===== config.mk =====
export PLATFORM = sky130hd
export DESIGN_NAME = latch_write_ctrl
export DESIGN_NICKNAME = d
export VERILOG_FILES = /design/src/rtl/latch_wr_pkg.sv /design/src/rtl/latch_wr_timer.sv /design/src/rtl/latch_write_ctrl.sv
export SDC_FILE = /design/constraint.sdc
export NUM_CORES = 1
export LEC_CHECK = 0
export BUFFER_PORTS_ARGS = -buffer_cell sky130_fd_sc_hd__buf_2
export CAP_MARGIN = 20
export CORE_MARGIN = 2
export CORE_UTILIZATION = 40
export DETAILED_ROUTE_END_ITERATION = 10
export PLACE_DENSITY = 0.63
export SLEW_MARGIN = 20
export SYNTH_ARGS = -nofsm -noshare
export SYNTH_HDL_FRONTEND = slang
export SYNTH_SLANG_ARGS = --single-unit

===== constraint.sdc =====
create_clock -name clk -period 1.5 [get_ports clk]
set_input_delay 0.225 -clock clk [delete_from_list [all_inputs] [get_ports clk]]
set_output_delay 0.225 -clock clk [all_outputs]
set_load 0.02 [all_outputs]

===== src/rtl/latch_wr_pkg.sv =====
// Shared types and helpers for the latch write controller.
package latch_wr_pkg;

  // Controller phases: write = SETUP/PULSE/HOLD, clear = CLEAR.
  typedef enum logic [2:0] {
    IDLE,
    SETUP,
    PULSE,
    HOLD,
    CLEAR
  } state_t;

  // Phase counter width: enough bits to hold the longest (length - 1).
  function automatic int cnt_w(input int setup_cyc, input int pulse_cyc, input int hold_cyc);
    int m;
    m = pulse_cyc;
    if (setup_cyc > m) m = setup_cyc;
    if (hold_cyc > m) m = hold_cyc;
    return (m < 1) ? 1 : $clog2(m + 1);
  endfunction

endpackage


===== src/rtl/latch_wr_timer.sv =====
// Loadable down-counter shared by all controller phases.
// A load sets the count; otherwise it decrements and parks at zero.
module latch_wr_timer #(
  parameter int CNT_W = 2
) (
  input  logic             clk_i,
  input  logic             rstn_i,
  input  logic             load_i,
  input  logic [CNT_W-1:0] load_val_i,
  output logic             zero_o
);

  logic [CNT_W-1:0] cnt_q;
  logic [CNT_W-1:0] cnt_d;

  // Next count: load has priority, otherwise count down without wrapping.
  always_comb begin
    cnt_d = cnt_q;
    if (load_i) begin
      cnt_d = load_val_i;
    end else if (cnt_q != '0) begin
      cnt_d = cnt_q - CNT_W'(1);
    end
  end

  // Count register.
  always_ff @(posedge clk_i) begin
    if (!rstn_i) begin
      cnt_q <= '0;
    end else begin
      cnt_q <= cnt_d;
    end
  end

  assign zero_o = (cnt_q == '0);

endmodule


===== src/rtl/latch_write_ctrl.sv =====
// Write-side controller for a level-sensitive D latch. Sequences data
// setup, the enable pulse and data hold (or a clear pulse) from a
// valid/ready request. All outputs are registered.
// Optional readback check: define LATCH_WR_READBACK_EN to add lat_q/rd_err.
module latch_write_ctrl
  import latch_wr_pkg::*;
#(
  parameter int WIDTH     = 8,
  parameter int SETUP_CYC = 1,
  parameter int PULSE_CYC = 2,
  parameter int HOLD_CYC  = 1
) (
  input  logic             clk,
  input  logic             rstn,
  input  logic             req_valid,
  output logic             req_ready,
  input  logic             req_clr,
  input  logic [WIDTH-1:0] req_data,
  output logic [WIDTH-1:0] lat_d,
  output logic             lat_en,
  output logic             lat_rstn,
  output logic             busy,
  output logic             done
`ifdef LATCH_WR_READBACK_EN
  ,
  input  logic [WIDTH-1:0] lat_q,
  output logic             rd_err
`endif
);

  localparam int CNT_W = cnt_w(SETUP_CYC, PULSE_CYC, HOLD_CYC);

  // Timer load values are (phase length - 1); skipped phases never load.
  localparam logic [CNT_W-1:0] SETUP_LD = CNT_W'((SETUP_CYC > 0) ? SETUP_CYC - 1 : 0);
  localparam logic [CNT_W-1:0] PULSE_LD = CNT_W'((PULSE_CYC > 0) ? PULSE_CYC - 1 : 0);
  localparam logic [CNT_W-1:0] HOLD_LD  = CNT_W'((HOLD_CYC > 0) ? HOLD_CYC - 1 : 0);

  state_t           state_q;
  state_t           state_d;
  logic [WIDTH-1:0] lat_d_q;
  logic [WIDTH-1:0] lat_d_d;
  logic             lat_en_q;
  logic             lat_en_d;
  logic             lat_rstn_q;
  logic             lat_rstn_d;
  logic             busy_q;
  logic             busy_d;
  logic             done_q;
  logic             done_d;
  logic             req_ready_q;
  logic             req_ready_d;

  logic             accept;
  logic             finish;
  logic             tmr_load;
  logic [CNT_W-1:0] tmr_val;
  logic             tmr_zero;

  assign accept = req_valid && req_ready_q;

  latch_wr_timer #(
    .CNT_W(CNT_W)
  ) u_timer (
    .clk_i     (clk),
    .rstn_i    (rstn),
    .load_i    (tmr_load),
    .load_val_i(tmr_val),
    .zero_o    (tmr_zero)
  );

  // Phase sequencing and timer loading; a phase ends when the timer reads zero.
  always_comb begin
    state_d  = state_q;
    tmr_load = 1'b0;
    tmr_val  = PULSE_LD;
    case (state_q)
      IDLE: begin
        if (accept) begin
          tmr_load = 1'b1;
          if (req_clr) begin
            state_d = CLEAR;
            tmr_val = PULSE_LD;
          end else if (SETUP_CYC > 0) begin
            state_d = SETUP;
            tmr_val = SETUP_LD;
          end else begin
            state_d = PULSE;
            tmr_val = PULSE_LD;
          end
        end
      end
      SETUP: begin
        if (tmr_zero) begin
          state_d  = PULSE;
          tmr_load = 1'b1;
          tmr_val  = PULSE_LD;
        end
      end
      PULSE: begin
        if (tmr_zero) begin
          if (HOLD_CYC > 0) begin
            state_d  = HOLD;
            tmr_load = 1'b1;
            tmr_val  = HOLD_LD;
          end else begin
            state_d = IDLE;
          end
        end
      end
      HOLD: begin
        if (tmr_zero) state_d = IDLE;
      end
      CLEAR: begin
        if (tmr_zero) state_d = IDLE;
      end
      default: state_d = IDLE;
    endcase
  end

  // Output next values derived from the next state, so every output is a flop.
  always_comb begin
    finish      = (state_q != IDLE) && (state_d == IDLE);
    lat_en_d    = (state_d == PULSE);
    lat_rstn_d  = (state_d != CLEAR);
    busy_d      = (state_d != IDLE);
    req_ready_d = (state_d == IDLE);
    done_d      = finish;
    lat_d_d     = lat_d_q;
    if (accept && !req_clr) lat_d_d = req_data;
  end

  // Controller state and registered latch-side outputs; reset clears the latch.
  always_ff @(posedge clk) begin
    if (!rstn) begin
      state_q     <= IDLE;
      lat_d_q     <= '0;
      lat_en_q    <= 1'b0;
      lat_rstn_q  <= 1'b0;
      busy_q      <= 1'b0;
      done_q      <= 1'b0;
      req_ready_q <= 1'b0;
    end else begin
      state_q     <= state_d;
      lat_d_q     <= lat_d_d;
      lat_en_q    <= lat_en_d;
      lat_rstn_q  <= lat_rstn_d;
      busy_q      <= busy_d;
      done_q      <= done_d;
      req_ready_q <= req_ready_d;
    end
  end

  assign lat_d     = lat_d_q;
  assign lat_en    = lat_en_q;
  assign lat_rstn  = lat_rstn_q;
  assign busy      = busy_q;
  assign done      = done_q;
  assign req_ready = req_ready_q;

`ifdef LATCH_WR_READBACK_EN
  logic rd_err_q;
  logic rd_err_d;

  // Compare the latch contents in the final cycle of a request; result lands with done.
  always_comb begin
    rd_err_d = 1'b0;
    if (finish) begin
      if (state_q == CLEAR) rd_err_d = (lat_q != '0);
      else                  rd_err_d = (lat_q != lat_d_q);
    end
  end

  // Readback error flag register.
  always_ff @(posedge clk) begin
    if (!rstn) begin
      rd_err_q <= 1'b0;
    end else begin
      rd_err_q <= rd_err_d;
    end
  end

  assign rd_err = rd_err_q;
`endif

endmodule

==> metrics <==
run status=finished, final reports clean; post-synth top area share=0.4776; Seq/Total Area, Yosys=0.4776; post-layout min period=1.368 ns; Synth Area in Compound Gates=0.1111; top cells by area, synth=dfxtp_1 (48%), mux2i_1 (11%), nor2_1 (6.0%), a21oi_1 (3.3%), buf_6 (3.0%); Multi-input gate area=345.3 um2; CP startpoint kind=flop; Worst Skew=0.01251 ns; FF-to-FF Start=u_timer.cnt_q[0]; post-synthesis xor/xnor area fraction=0.01161; critical path fanouts, max=7; Post-synth ARST share=0; Worst path max stage delay=0.34 ns; vias after detailed routing=624; Rows=15; instance count of the mapped netlist=79; pwr/cell area=1488 nW/um2; Critical Path AT=1.61 ns; clock root buffer master=clkbuf_4; Top delay family on crit path=compound AO/OA/AOI/OAI gates; n_diodes=0; Layout area overhead=22.89%; drt wl/cell=10.76 um; pin count of the biggest net entering global routing=13; max-cap viol count=0; CP endpoint kind=flop; Total Wirelength=1399 um; first-pass GRT wire length=2132 um; layout cells sized above 1=0.3143; Clock transition at path regs=0.11 ns; critical path required time=1.74 ns; Syn Area/Cell=9.550 um2; Setup CP Type=reg -> reg; number of clock sinks=18; largest family of logic cells by synthesized area=simple AND/OR/NAND/NOR gates; VDD IR-drop max=788.9 uV; Final nets=119; antenna violations before repair=0; clock tree buffer depth=2; Slew Viols, Final=0; Post-CTS Hold Buffers=0; pre-CTS setup slack=0.1609 ns; starting DRC count in detailed routing=10; Netlist cell types=26; worst setup path startpoint=u_timer.cnt_q[0]; FF+latch area=360.3 um2; # setup viols final=0; Port Buf Inserts=24; Vias/cell=4.800; I/O pin total=25; TritonCTS clock tree=done; adder-cell share of the synthesized area=0.01658; CTS buffer count=3; vias in the first global route=512; Hold Violations, Final=0; slowest CP cell=dfxtp_1; unrepaired setup endpoints after global routing=no; Final GP Congestion=0.7521; LEAKAGE=0.4644 nW; die area=2250 um2; crit path buf inv count=1; synth warn=0; fillcell total=171; core area=1745 um2; GRT Overall Usage=0.1372; CP Cell Sequence=inv_1, ha_1, nand3b_1, a31oi_1, o221a_1; fin area=927.1 um2; Util after Layout=0.5312; starting density of the core=0.4323; die width=47.43 um; dominant cell type by area after synthesis=dfxtp_1; final period utilization=0.9117; DRC violations left=0; final worst slack=0.1325 ns; post-place instance area=887.1 um2; die height=47.43 um; ANT nets after route=0; Post-Synth Simple-Gate Area=0.1924; Hold WC Path Type=in -> reg; Net Count, Synth=92; Worst Tran Pin Value=0.3604 ns; grt total ovfl=0; first drt pass iteration count=4; post-synthesis mux area share=0.1211; hold path start=req_data[6]; Post-CTS Setup Bufs=0; H-tree levels=1; Post-synth EDFFs=0; worst hold slack=0.1556 ns; relative slew slack=0.7595; Seq cells post-synth=18; CTS-repair resized insts=0; TNS Setup=0 ns; post-synthesis cell area=754.5 um2; Max Fclk=731.3 MHz; final HPWL from detailed placement=1035 um; commonest register cell after synthesis=dfxtp_1; clk_lat worst skew=0.29 ns
cells in the mapped netlist, types with 2 or more instances:
| library cell | instances |
|---|---|
| dfxtp_1 | 18 |
| a21oi_1 | 5 |
| a211oi_1 | 2 |
| nand2_1 | 3 |
| nand3b_1 | 3 |
| mux2i_1 | 8 |
| inv_1 | 5 |
| nor3_1 | 2 |
| a31oi_1 | 2 |
| buf_6 | 2 |
| nand2b_1 | 3 |
| nor2_1 | 12 |
power breakdown:
group | leakage, nW | switching, mW | internal [mW] | total [mW]
registers | 0.147 | 0.0590 | 0.552 | 0.611
logic | 0.296 | 0.255 | 0.218 | 0.473
clock network | 0.0210 | 0.147 | 0.148 | 0.295
total | 0.464 | 0.461 | 0.918 | 1.38
cell type report:
| class | instances | area share |
|---|---|---|
| Inverter | 5 | 0.02024 |
| Multi-Input combinational cell | 52 | 0.3725 |
| Sequential cell | 18 | 0.3887 |
| Clock buffer | 4 | 0.03914 |
| Tap cell | 25 | 0.03374 |
| Timing Repair Buffer | 26 | 0.1457 |
final timing paths:
kind | endpoint | slack (ns) | depth (start not counted)
worst min register to register | lat_d[2] | 0.50 | 2
worst min-delay path | lat_d[6] | 0.16 | 3
worst max register to register | u_timer.cnt_q[0] | 0.13 | 5
worst max-delay path | u_timer.cnt_q[0] | 0.13 | 5
state kept, by name (all words and copies together) (netlist names):
name / count
lat_rstn: 1
u_timer.cnt_q: 2
state_q: 3
req_ready: 1
lat_en: 1
done: 1
lat_d: 8
busy: 1
through the flow:
step / total power, mW / instances
after floorplan: 0.9860 / 79
after global routing: 1.473 / 130
after CTS: 1.390 / 130
after global placement: 1.083 / 126
final: 1.379 / 130
after detailed placement: 1.090 / 126
worst min-delay path, cell delays in order:
cell,delay (ns)
buf_2,0.08
mux2i_1,0.05
nor2_1,0.07
kinds of logic after synthesis:
kind of cell	after synthesis
xor+xnor	1
fa+ha+maj	1
flops	18
mux	9
compound gates	13
simple gates	28
buf+inv	9
routing by layer:
| layer | vias to the layer above | part of all wire | GRT usage |
|---|---|---|---|
| li1 | 321 | - | - |
| met1 | 290 | 0.46 | 0.1729 |
| met2 | 11 | 0.49 | 0.2108 |
| met3 | 2 | 0.039 | 0.04528 |
| met4 | 0 | 0.010 | 0.06667 |
| met5 | - | 0 | 0 |
layout by cell type, fill, tap and decap left out:
cell / Yosys / layout
a21boi_2: 0 / 1
clkbuf_4: 0 / 3
o211ai_1: 1 / 1
nand4b_1: 1 / 1
nand3_1: 1 / 1
xnor2_1: 1 / 1
inv_1: 5 / 5
nand3b_1: 3 / 3
o221a_1: 1 / 1
a31oi_1: 2 / 2
buf_2: 0 / 24
o21ai_0: 1 / 1
and2_1: 1 / 1
ha_1: 1 / 1
dfxtp_1: 18 / 18
a211oi_1: 2 / 2
nor3_1: 2 / 2
nor2_1: 12 / 12
clkbuf_8: 0 / 1
nand2_1: 3 / 3
or2_2: 1 / 1
buf_4: 1 / 2
mux2i_1: 8 / 8
nand2b_1: 3 / 3
mux2_2: 1 / 1
a21oi_1: 5 / 5
nand4bb_1: 1 / 1
No activity file was read; power rests on OpenSTA's default activity.
